[src/rtl/out_uart_if.sv]
// Core-to-output-stage word strobe bundle.
// The core drives it through the master modport, and out_uart_tx receives it through the slave modport.
interface out_uart_if;
    logic        out_en;
    logic [15:0] out_dat;
    logic        is_halt;

    modport master (output out_en, output out_dat, output is_halt);
    modport slave  (input  out_en, input  out_dat, input  is_halt);
endinterface

[src/rtl/out_uart_tx.sv]
// Buffers core output words in a FIFO and sends each word as two 8N1 UART bytes, high byte first.
// It also flags dropped words and reports when the output has drained after a halt.
module out_uart_tx #(
    parameter int DEPTH        = 16,
    parameter int CLKS_PER_BIT = 434
) (
    input  logic                     clk,
    input  logic                     reset,
    out_uart_if.slave                core,
    output logic                     tx,
    output logic                     busy,
    output logic                     overflow,
    output logic [$clog2(DEPTH):0]   fifo_count,
    output logic                     drained
);
    localparam int AW = $clog2(DEPTH);
    localparam int CW = $clog2(CLKS_PER_BIT);

    localparam logic [1:0] ST_IDLE  = 2'd0;
    localparam logic [1:0] ST_START = 2'd1;
    localparam logic [1:0] ST_DATA  = 2'd2;
    localparam logic [1:0] ST_STOP  = 2'd3;

    localparam logic [CW-1:0] TIMER_LAST = CW'(CLKS_PER_BIT - 1);
    localparam logic [AW:0]   COUNT_FULL = (AW + 1)'(DEPTH);

    logic [15:0]   mem [DEPTH];
    logic [AW-1:0] wr_ptr_reg;
    logic [AW-1:0] rd_ptr_reg;
    logic [AW:0]   count_reg;
    logic          overflow_reg;

    logic [1:0]    state_reg;
    logic [CW-1:0] timer_reg;
    logic [2:0]    bit_reg;
    logic          byte_hi_reg;
    logic [15:0]   shift_reg;
    logic [7:0]    cur_byte;

    logic pop;
    logic push;
    logic bit_done;

    // A full FIFO still accepts a word when the head leaves in the same cycle.
    assign pop      = (state_reg == ST_IDLE) && (count_reg != '0);
    assign push     = core.out_en && ((count_reg != COUNT_FULL) || pop);
    assign bit_done = (timer_reg == TIMER_LAST);

    always_ff @(posedge clk) begin
        if (push) begin
            mem[wr_ptr_reg] <= core.out_dat;
        end
    end

    // Read-before-write: a pop on a full FIFO sees the old head even when a push targets the same slot.
    always_ff @(posedge clk) begin
        if (pop) begin
            shift_reg <= mem[rd_ptr_reg];
        end
    end

    always_ff @(posedge clk) begin
        if (reset) begin
            wr_ptr_reg   <= '0;
            rd_ptr_reg   <= '0;
            count_reg    <= '0;
            overflow_reg <= 1'b0;
        end else begin
            if (push) begin
                wr_ptr_reg <= wr_ptr_reg + AW'(1);
            end
            if (pop) begin
                rd_ptr_reg <= rd_ptr_reg + AW'(1);
            end
            case ({push, pop})
                2'b10:   count_reg <= count_reg + (AW + 1)'(1);
                2'b01:   count_reg <= count_reg - (AW + 1)'(1);
                default: count_reg <= count_reg;
            endcase
            if (core.out_en && !push) begin
                overflow_reg <= 1'b1;
            end
        end
    end

    always_ff @(posedge clk) begin
        if (reset) begin
            state_reg   <= ST_IDLE;
            timer_reg   <= '0;
            bit_reg     <= '0;
            byte_hi_reg <= 1'b0;
        end else begin
            case (state_reg)
                ST_IDLE: begin
                    timer_reg <= '0;
                    if (pop) begin
                        byte_hi_reg <= 1'b1;
                        state_reg   <= ST_START;
                    end
                end
                ST_START: begin
                    if (bit_done) begin
                        timer_reg <= '0;
                        bit_reg   <= '0;
                        state_reg <= ST_DATA;
                    end else begin
                        timer_reg <= timer_reg + CW'(1);
                    end
                end
                ST_DATA: begin
                    if (bit_done) begin
                        timer_reg <= '0;
                        if (bit_reg == 3'd7) begin
                            state_reg <= ST_STOP;
                        end else begin
                            bit_reg <= bit_reg + 3'd1;
                        end
                    end else begin
                        timer_reg <= timer_reg + CW'(1);
                    end
                end
                default: begin
                    if (bit_done) begin
                        timer_reg <= '0;
                        if (byte_hi_reg) begin
                            byte_hi_reg <= 1'b0;
                            state_reg   <= ST_START;
                        end else begin
                            state_reg <= ST_IDLE;
                        end
                    end else begin
                        timer_reg <= timer_reg + CW'(1);
                    end
                end
            endcase
        end
    end

    for (genvar gi = 0; gi < 8; gi++) begin : g_byte_sel
        assign cur_byte[gi] = byte_hi_reg ? shift_reg[8 + gi] : shift_reg[gi];
    end

    always_comb begin
        tx = 1'b1;
        case (state_reg)
            ST_START: tx = 1'b0;
            ST_DATA:  tx = cur_byte[bit_reg];
            default:  tx = 1'b1;
        endcase
    end

    assign busy       = (count_reg != '0) || (state_reg != ST_IDLE);
    assign overflow   = overflow_reg;
    assign fifo_count = count_reg;
    assign drained    = core.is_halt && (count_reg == '0) && (state_reg == ST_IDLE);
endmodule

[src/flat_wrapper.sv]
// flat-port wrapper written by rule: the top's interface ports become plain ports
module out_uart_tx_flat 
#(
    parameter int DEPTH        = 16,
    parameter int CLKS_PER_BIT = 434
)
  (clk, reset, tx, busy, overflow, fifo_count, drained, core_out_en, core_out_dat, core_is_halt);
  out_uart_if core_i ();
  input  logic clk;
  input  logic reset;
  output logic tx;
  output logic busy;
  output logic overflow;
  output logic [$clog2(DEPTH):0] fifo_count;
  output logic drained;
  input wire logic [$bits(core_i.out_en)-1:0] core_out_en;
  input wire logic [$bits(core_i.out_dat)-1:0] core_out_dat;
  input wire logic [$bits(core_i.is_halt)-1:0] core_is_halt;
  assign core_i.out_en = core_out_en;
  assign core_i.out_dat = core_out_dat;
  assign core_i.is_halt = core_is_halt;
  out_uart_tx #(.DEPTH(DEPTH), .CLKS_PER_BIT(CLKS_PER_BIT)) u_core (.clk(clk), .reset(reset), .core(core_i), .tx(tx), .busy(busy), .overflow(overflow), .fifo_count(fifo_count), .drained(drained));
endmodule
[config.mk]
export PLATFORM = sky130hd
export DESIGN_NAME = out_uart_tx_flat
export DESIGN_NICKNAME = d
export VERILOG_FILES = /design/src/rtl/out_uart_if.sv /design/src/rtl/out_uart_tx.sv /design/src/flat_wrapper.sv
export SDC_FILE = /design/constraint.sdc
export NUM_CORES = 1
export LEC_CHECK = 0
export CAP_MARGIN = 10
export CORE_AREA = 2 2 137 206
export CTS_CLUSTER_DIAMETER = 40
export DETAILED_ROUTE_END_ITERATION = 7
export DIE_AREA = 0 0 139 208
export GPL_ROUTABILITY_DRIVEN = 1
export GPL_TIMING_DRIVEN = 0
export PLACE_DENSITY_LB_ADDON = 0.3
export SYNTH_ARGS = -nofsm -noshare
export SYNTH_HDL_FRONTEND = slang
export SYNTH_SLANG_ARGS = --single-unit
export TNS_END_PERCENT = 10
[constraint.sdc]
create_clock -name clk -period 2.9 [get_ports clk]
set_input_delay 0.58 -clock clk [delete_from_list [all_inputs] [get_ports clk]]
set_output_delay 0.58 -clock clk [all_outputs]
set_load 0.05 [all_outputs]
==> results of run 1 <==
==> cells by family after synthesis <==
family / Yosys count / share of synthesized area
flip-flops: 301 / 0.725
AND/OR/NAND/NOR: 111 / 0.0431
multiplexers: 105 / 0.126
AO/OA/AOI/OAI: 99 / 0.0594
buffers and inverters: 52 / 0.0192
XOR/XNOR: 16 / 0.0116
adder cells (fa/ha/maj): 16 / 0.0166
==> final cells by class <==
| cell class | instances | area [sq um] |
|---|---|---|
| Sequential cell | 301 | 8760 |
| Clock buffer | 38 | 802 |
| Tap cell | 342 | 428 |
| Multi-Input combinational cell | 347 | 3210 |
| Fill cell | 2142 | 12700 |
| Clock inverter | 17 | 174 |
| Timing Repair Buffer | 53 | 746 |
| Inverter | 13 | 52.6 |
| Buffer | 37 | 199 |
==> report_power, final <==
group	internal, mW	switching, mW	total, mW
Sequential	5.07	0.134	5.20
Clock	2.17	1.67	3.84
Combinational	1.17	1.65	2.82
Total	8.41	3.45	11.9
==> layout by cell type, fill, tap and decap left out, types with 16 or more instances in the layout <==
cell type	netlist	routed
nor2_1	40	27
edfxtp_1	272	272
a22oi_1	16	16
mux2i_1	66	66
clkdlybuf4s50_1	0	25
clkbuf_1	22	26
o21ai_0	22	21
clkbuf_16	0	32
nand2_1	32	32
a221oi_1	32	32
dfxtp_1	29	25
mux4_2	37	37
==> routing by layer <==
layer | up-vias | GRT usage
li1 | 2955 | -
met1 | 3467 | 0.233
met2 | 266 | 0.357
met3 | 64 | 0.0253
met4 | 0 | 0.0986
met5 | - | 0
==> stage by stage <==
step	hold WS [ns]	power [mW]	cells	area [sq um]
after global placement	0.459	7.88	1070	12800
after detailed placement	0.463	8.01	1089	13300
final	0.482	11.9	1148	14400
after floorplan	0.441	7.13	700	12100
after CTS	0.480	11.8	1146	14300
after global routing	0.501	12.3	1148	14400
==> worst min-delay path: cells and delay by family (launching register included) <==
kind / cells / cell delay (ns)
compound gates: 1 / 0.04
simple gates: 1 / 0.07
flops: 1 / 0.34
==> repair_timing <==
item                                   in CTS  in global routing
resized for setup                          19                 11
setup buffers                               2                  4
gates cloned                                0                  0
endpoints found under the hold margin       0                  0
setup endpoints to repair                   8                 16
pin swaps                                   2                  5
==> how the worst min path moves through the flow <==
stage / from / endpoint / slack, ns / depth (start not counted)
after floorplan: u_core.timer_reg[0]$_SDFF_PP0_ / u_core.timer_reg[0]$_SDFF_PP0_ / 0.44 / 1
after global placement: u_core.timer_reg[0]$_SDFF_PP0_ / u_core.timer_reg[0]$_SDFF_PP0_ / 0.46 / 1
after detailed placement: u_core.overflow$_SDFFE_PP0P_ / u_core.overflow$_SDFFE_PP0P_ / 0.46 / 2
after CTS: u_core.overflow$_SDFFE_PP0P_ / u_core.overflow$_SDFFE_PP0P_ / 0.48 / 2
after global routing: u_core.timer_reg[0]$_SDFF_PP0_ / u_core.timer_reg[0]$_SDFF_PP0_ / 0.50 / 1
final: u_core.overflow$_SDFFE_PP0P_ / u_core.overflow$_SDFFE_PP0P_ / 0.48 / 2
==> impl_metrics.yaml, run 1 <==
die:
  die_y_microns: 208
  start_util: 0.447
  die_area_sq_um: 28900
  core_sq_um: 27000
  die_w_microns: 139
  io_pins: 29
  rows: 74
synthesis:
  synthTopCellsByArea: "edfxtp_1 (68%), mux4_2 (6.9%), mux2i_1 (5.5%)"
  synth-edff-count: 272
  syn_inst: 700
  async_reset_ff_frac: 0
  syn-num-nets: 736
  synth-main-ff-cell: "edfxtp_1"
  synth_area_leader_cell: "edfxtp_1"
  synth_top_cell_area_share: 0.676
  synth.avg_cell_area_sq_um: 17.2
  synth_commonest_cells: "edfxtp_1 (272), mux2i_1 (66), nor2_1 (40)"
  synthDistinctLibCells: 50
  syn_area_sq_um: 12100
  yosysMostFrequentCell: "edfxtp_1"
  synth_warnings: 0
  ys_ff_latch: 301
  ys_seq_area_frac: 0.725
route:
  top_layer: "met4"
  drt_wl_total_microns: 28800
  drt_first_pass_iters: 5
  wl_per_cell_microns: 25.1
  routedLengthMet1_microns: 10500
  postRouteAntennaNets: 0
  vias_per_cell: 5.88
  wl_met3_microns: 1650
  vias: 6752
  met2_length_microns: 15200
  drc: 0
  initialDrtViolationCount: 603
finish:
  syn2layout_area_growth_pct: 19.0
  final_core_util: 0.531
  final_nets: 820
  final_layout_size_suffix_gt1_frac: 0.206
  largest_reg_flops: 256
  num_antenna_cells: 0
critical_path:
  rr_startpoint: "u_core.fifo_count[1]$_SDFFE_PP0P_"
  cp.arrival_ns: 2.45
  startpoint: "u_core.bit_reg[0]$_SDFFE_PP0P_"
  path_common_cell: "mux4_2"
  path_delay_family: "multiplexers"
  r2r_setup_slack_ns: -0.09
  critPathMaxFanout: 7
  crit_chain: "clkbuf_16 > mux4_2 > mux4_2 > nor2_2 > a21oi_2 > buf_6"
  r2r_cells: 12
  endpoint_kind: "output pin"
  crit_path_end: "tx"
  worst-path-stages: 6
  required_ns: 2.32
  cp-start-kind: "flop"
  reg2reg_to: "u_core.fifo_count[4]$_SDFFE_PP0P_"
  worst-setup-path-type: "flop to output pin"
  crit_slowest_cell: "mux4_2"
  critPathMaxStageDelay_ns: 0.54
  critPathBufInv: 2
sta:
  setup_ws_ns: -0.128
  period_minus_slack_ns: 3.03
  fin_crit_sh: 1.04
  fmax_ghz: 0.330
  hold_viol: 0
  fin_setup_tns_ns: -0.268
  tightest_slew_ns: 0.966
  rsz0062_at_grt: "true"
  setup-violations-final: 4
  max_slew_margin: 0.356
  fin_skew_ns: 0.0248
  drv_slew: 0
clock_tree:
  cts_made_buffers: 31
  clk_pin_slew_worst_paths_ns: 0.07
  cts_max_level: 1
  cts_tree: "yes"
  root_buffer: "clkbuf_16"
  clock_latency_ns: 0.58
  cts.sinks: 301
  cts_hold_buf: 0
  cts.path.max_buffers: 3
power:
  p_leak_nw: 4.67
  power_density_nw_per_um2: 825
  max-vdd-ir-drop_uv: 599
global_routing:
  grt_max_degree: 17
  grt_pass1_vias: 7024
  grtUsageTotal: 0.198
  gr-total-overflow: 0
  antenna_found_initial: 0
  grt_pass1_wl_microns: 42900
outcome:
  status: "complete, but fails checks"
  failed_checks: "setup timing"
place:
  dp_hpwl_microns: 19300
  io_buffer_count: 28
  post-place-ws_ns: -0.573
  place_congestion: 0.837
job:
  maxCapViolations: 0
hold_path:
  hp-class: "flop to flop"
Power figures use the tool's default switching activity.
==> run 2: changes to the inputs <==
--- a/config.mk
+++ b/config.mk
@@ -6,10 +6,10 @@
 export NUM_CORES = 1
 export LEC_CHECK = 0
 export CAP_MARGIN = 10
-export CORE_AREA = 2 2 137 206
+export CORE_AREA = 2 2 167 251
 export CTS_CLUSTER_DIAMETER = 40
 export DETAILED_ROUTE_END_ITERATION = 7
-export DIE_AREA = 0 0 139 208
+export DIE_AREA = 0 0 169 253
 export GPL_ROUTABILITY_DRIVEN = 1
 export GPL_TIMING_DRIVEN = 0
 export PLACE_DENSITY_LB_ADDON = 0.3
==> run 2 against run 1 <==
  * The flow still finishes with violations (setup timing)
  * Worst setup slack improved by 0.13 ns
  * Sequential power is essentially flat
  * Fmax increased by 4.4%
  * Routed wire length down 0.11%
  * Clock-buffer cell count is 4 higher
  * Sequential share of layout area shrank 0.69 points
  * Utilization fell by 17 points
  * Critical path depth unchanged
  * Register-to-register slack better by 0.15 ns
  * Non-clock buffer count is 5 higher
  * Highest routed layer is now met5
==> impl_metrics.yaml, run 2 (synthesis results as in run 1) <==
clock_tree:
  cts_max_level: 2
  clock_latency_ns: 0.52
  clk_pin_slew_worst_paths_ns: 0.06
  root_buffer: "clkbuf_16"
  cts_tree: "yes"
  cts.sinks: 301
  cts.path.max_buffers: 3
  cts_made_buffers: 34
  cts_hold_buf: 0
power:
  p_leak_nw: 4.69
  fin_total_pwr_mw: 12.2
  max-vdd-ir-drop_uv: 554
  power_density_nw_per_um2: 838
critical_path:
  r2r_cells: 11
  critPathMaxFanout: 5
  cp-start-kind: "flop"
  worst-setup-path-type: "flop to output pin"
  required_ns: 2.32
  endpoint_kind: "output pin"
  cp.arrival_ns: 2.32
hold_path:
  hp-class: "flop to flop"
  whs_path_depth: 2
route:
  vias: 6451
  drt_first_pass_iters: 4
  drc: 0
  postRouteAntennaNets: 0
  wl_per_cell_microns: 21.7
  drt_wl_total_microns: 28800
  vias_per_cell: 4.87
  initialDrtViolationCount: 448
sta:
  fmax_ghz: 0.345
  setup_ws_ns: -0.000921
  holdWs_ns: 0.473
  fin_crit_sh: 1.00
  fin_setup_tns_ns: -0.000921
  period_minus_slack_ns: 2.90
  drv_slew: 0
  tightest_slew_ns: 1.05
  hold_viol: 0
  max_slew_margin: 0.302
  rsz0062_at_grt: "true"
  setup-violations-final: 1
  fin_skew_ns: 0.0198
outcome:
  failed_checks: "setup timing"
  status: "complete, but fails checks"
finish:
  layout_commonest_cell: "edfxtp_1"
  syn2layout_area_growth_pct: 20.4
  final_core_util: 0.356
  largest_reg_flops: 256
  num_antenna_cells: 0
  most-common-layout-cells: "edfxtp_1 (272), mux2i_1 (66), mux4_2 (37)"
  final_nets: 828
  final_layout_size_suffix_gt1_frac: 0.209
die:
  start_util: 0.296
  core_sq_um: 40800
  io_pins: 29
  die_area_sq_um: 42800
  rows: 91
  die_y_microns: 253
  die_w_microns: 169
global_routing:
  gr-total-overflow: 0
  grtUsageTotal: 0.137
  antenna_found_initial: 1
  grt_pass1_wl_microns: 42900
  grt_pass1_vias: 6834
  grt_max_degree: 17
job:
  maxCapViolations: 0
place:
  place_congestion: 0.773
  dp_hpwl_microns: 19400
  post-place-ws_ns: -0.526
  io_buffer_count: 28
[run 2: changes by cell type in the layout (fill, tap and decap cells not counted), sizes merged]
cell,before,now
buf,43,50
bufinv,2,3
clkbuf,59,62
clkinv,9,8
clkinvlp,1,2
dlygate4sd2,1,0
inv,18,15
[run 2: report_power, final]
group | internal, mW | switching, mW | leakage [nW]
sequential | 5.07 | 0.128 | 2.70
clock | 2.49 | 1.66 | 0.520
combinational | 1.19 | 1.65 | 1.46
total | 8.74 | 3.44 | 4.69
[run 2: worst max-delay path, stage by stage (launching register included)]
cell and delay [ns]:
dfxtp_2 0.34, buf_8 0.13, mux4_2 0.54, mux4_2 0.48, nor2_2 0.11, a21oi_2 0.05, buf_6 0.16
[run 2: worst paths after layout]
| kind | start | endpoint | slack [ns] |
|---|---|---|---|
| max | u_core.bit_reg[0]$_SDFFE_PP0P_ | tx | -0.0009 |
| min | u_core.overflow$_SDFFE_PP0P_ | u_core.overflow$_SDFFE_PP0P_ | 0.47 |
| max reg2reg | u_core.fifo_count[1]$_SDFFE_PP0P_ | u_core.fifo_count[4]$_SDFFE_PP0P_ | 0.06 |
| min reg2reg | u_core.overflow$_SDFFE_PP0P_ | u_core.overflow$_SDFFE_PP0P_ | 0.47 |
[run 2: cell type report]
type                            count  area (sq um)
Fill cell                        3834         26200
Sequential cell                   301          8760
Multi-Input combinational cell    347          3200
Clock buffer                       42           902
Tap cell                          511           639
Timing Repair Buffer               59           637
Buffer                             36           175
Clock inverter                     15           169
Inverter                           13          52.6
[run 2: per-layer routing]
metal,track usage,up-vias,part of all wire
met2,0.252,124,0.54
met1,0.156,3296,0.39
li1,-,2969,-
met4,0.0642,2,0.040
met5,0,-,0.00045
met3,0.0191,60,0.032
[run 2: timing repair]
action,4_1_cts,5_1_grt
setup buffers,4,8
endpoints found under the hold margin,0,0
gates resized for setup,23,6
pin swaps,2,7
setup endpoints to repair,7,12
[run 2: stage by stage]
step / instances / instance area (sq um)
5_1_grt: 1324 / 14500
4_1_cts: 1319 / 14500
3_5_place_dp: 1258 / 13400
6_report: 1324 / 14500
2_1_floorplan: 700 / 12100
3_3_place_gp: 1239 / 13000
==> run 3: changes to the inputs <==
--- a/config.mk
+++ b/config.mk
@@ -5,6 +5,7 @@
 export SDC_FILE = /design/constraint.sdc
 export NUM_CORES = 1
 export LEC_CHECK = 0
+export ABC_CLOCK_PERIOD_IN_PS = 3630
 export CAP_MARGIN = 10
 export CORE_AREA = 2 2 167 251
 export CTS_CLUSTER_DIAMETER = 40
==> constraint.sdc (replaced) <==
create_clock -name clk -period 3.63 [get_ports clk]
set_input_delay 0.726 -clock clk [delete_from_list [all_inputs] [get_ports clk]]
set_output_delay 0.726 -clock clk [all_outputs]
set_load 0.05 [all_outputs]
==> run 3 against run 2 <==
  * The run now ends clean
  * Highest routed layer is now met4
  * Critical endpoint unchanged
  * Non-clock buffer count shrank 4
  * Hold slack gained 0.0064 ns
  * Clock skew rose by 0.0078 ns
  * Routed wire length shrank 3.2%
==> impl_metrics.yaml, run 3 (synthesis results as in run 1) <==
hold_path:
  whs_path_depth: 2
  hp-class: "flop to flop"
  hold_path_end: "u_core.overflow$_SDFFE_PP0P_"
  hp-start: "u_core.overflow$_SDFFE_PP0P_"
die:
  rows: 91
  start_util: 0.296
  io_pins: 29
  die_area_sq_um: 42800
  die_w_microns: 169
  die_y_microns: 253
  core_sq_um: 40800
critical_path:
  critPathBufInv: 2
  path_delay_family: "multiplexers"
  r2r_cells: 13
  crit_slowest_cell: "mux4_2"
  reg2reg_to: "u_core.fifo_count[4]$_SDFFE_PP0P_"
  worst-setup-path-type: "flop to output pin"
  path_common_cell: "mux4_2"
  critPathMaxStageDelay_ns: 0.57
  cp.arrival_ns: 2.78
  required_ns: 2.90
  crit_chain: "buf_2 > mux4_2 > mux4_2 > nor2_1 > a21oi_1 > dlygate4sd2_1"
  r2r_setup_slack_ns: 0.29
  rr_startpoint: "u_core.fifo_count[1]$_SDFFE_PP0P_"
  endpoint_kind: "output pin"
  cp-start-kind: "flop"
  critPathMaxFanout: 7
power:
  p_switching_mw: 2.73
  sw_frac_of_total: 0.290
  p_leak_nw: 4.62
  p_comb_frac: 0.230
  clkPwrFrac: 0.330
  internal-power_mw: 6.70
  power_density_nw_per_um2: 656
  max-vdd-ir-drop_uv: 320
  p_seq_frac: 0.440
clock_tree:
  root_buffer: "clkbuf_16"
  clock_latency_ns: 0.58
  clk_pin_slew_worst_paths_ns: 0.07
  cts_tree: "yes"
  cts_max_level: 1
  cts.path.max_buffers: 3
  cts_made_buffers: 30
  cts.sinks: 301
  cts_hold_buf: 0
place:
  io_buffer_count: 28
  post-place-ws_ns: 0.0542
  place_congestion: 0.793
  dp_hpwl_microns: 19100
finish:
  num_antenna_cells: 0
  layout_commonest_cell: "edfxtp_1"
  multi_input_area_sq_um: 3140
  most-common-layout-cells: "edfxtp_1 (272), mux2i_1 (66), mux4_2 (37)"
  syn2layout_area_growth_pct: 19.0
  final_core_util: 0.353
  largest_reg_flops: 256
  final_nets: 820
  final_layout_size_suffix_gt1_frac: 0.186
  ff_latch_area_sq_um: 8750
  n_fill_cell: 3785
job:
  maxCapViolations: 0
global_routing:
  antenna_found_initial: 0
  grt_max_degree: 19
  gr-total-overflow: 0
  grt_pass1_wl_microns: 41700
  grtUsageTotal: 0.132
  grt_pass1_vias: 6580
route:
  routedLengthMet1_microns: 10700
  vias: 6382
  met2_length_microns: 15500
  top_layer: "met4"
  wl_met3_microns: 1040
  vias_per_cell: 4.85
  drt_wl_total_microns: 27900
  initialDrtViolationCount: 543
  postRouteAntennaNets: 0
  wl_per_cell_microns: 21.2
  drc: 0
  drt_first_pass_iters: 5
sta:
  setup-violations-final: 0
  hold_viol: 0
  max_slew_margin: 0.401
  setup_ws_ns: 0.119
  holdWs_ns: 0.479
  drv_slew: 0
  fmax_ghz: 0.285
  tightest_slew_ns: 0.894
  fin_skew_ns: 0.0277
  rsz0062_at_grt: "true"
  fin_crit_sh: 0.967
  period_minus_slack_ns: 3.51
outcome:
  status: "completed"
run 3: cell count changes in the layout (fill, tap and decap cells not counted), sizes merged:
cell	delta
clkinv	+5
clkinvlp	+1
clkdlybuf4s50	+1
clkbuf	-9
buf	-8
dlygate4sd2	+2
run 3: per-layer routing:
| layer | track usage | up-vias |
|---|---|---|
| met5 | 0 | - |
| met4 | 0.0415 | 0 |
| met1 | 0.151 | 3272 |
| met3 | 0.0172 | 31 |
| met2 | 0.252 | 132 |
| li1 | - | 2947 |
run 3: repair_timing:
action | in CTS | in global routing
endpoints found under the setup margin | 2 | 2
buffers inserted | 0 | 5
resized for setup | 3 | 2
run 3: how the worst max path moves through the flow:
stage	start	to	slack (ns)	cells after the start
2_1_floorplan	u_core.fifo_count[1]$_SDFFE_PP0P_	u_core.fifo_count[4]$_SDFFE_PP0P_	0.22	13
3_3_place_gp	core_out_en	u_core.mem[0][15]$_DFFE_PP_	-1.07	4
3_5_place_dp	u_core.fifo_count[1]$_SDFFE_PP0P_	u_core.fifo_count[4]$_SDFFE_PP0P_	0.05	13
4_1_cts	u_core.fifo_count[1]$_SDFFE_PP0P_	u_core.fifo_count[4]$_SDFFE_PP0P_	0.02	13
5_1_grt	u_core.bit_reg[0]$_SDFFE_PP0P_	tx	-0.03	6
6_report	u_core.bit_reg[0]$_SDFFE_PP0P_	tx	0.12	6
run 3: power groups by stage:
| stage | clock (mW) | combinational (mW) | sequential (mW) |
|---|---|---|---|
| after global placement | 0 | 2.09 | 4.23 |
| after floorplan | 0 | 1.38 | 4.26 |
| after global routing | 3.31 | 2.34 | 4.17 |
| after CTS | 3.17 | 2.13 | 4.15 |
| final | 3.12 | 2.17 | 4.15 |
| after detailed placement | 0 | 2.13 | 4.23 |
run 3: through the flow:
step / cells / area, sq um / TNS [ns] / power (mW)
detailed placement: 1258 / 13300 / 0 / 6.36
finish: 1316 / 14400 / 0 / 9.43
global route: 1316 / 14400 / -0.0281 / 9.82
floorplan: 700 / 12100 / 0 / 5.64
CTS: 1311 / 14300 / 0 / 9.46
global placement: 1239 / 13000 / -62.57 / 6.31
run 3: final cells by class:
type / instances / share of cell area
repair buffers: 52 / 0.0426
well taps: 511 / 0.0445
multi-input cells: 347 / 0.219
clock buffers: 32 / 0.0528
inverters: 13 / 0.00366
flip-flops and latches: 301 / 0.609
clock inverters: 21 / 0.0163
plain buffers: 39 / 0.0128
run 3: tightest hold or removal path, delay by kind of cell (launching register included):
kind,cells,cell delay (ns)
simple gates,1,0.07
compound gates,1,0.04
flops,1,0.33
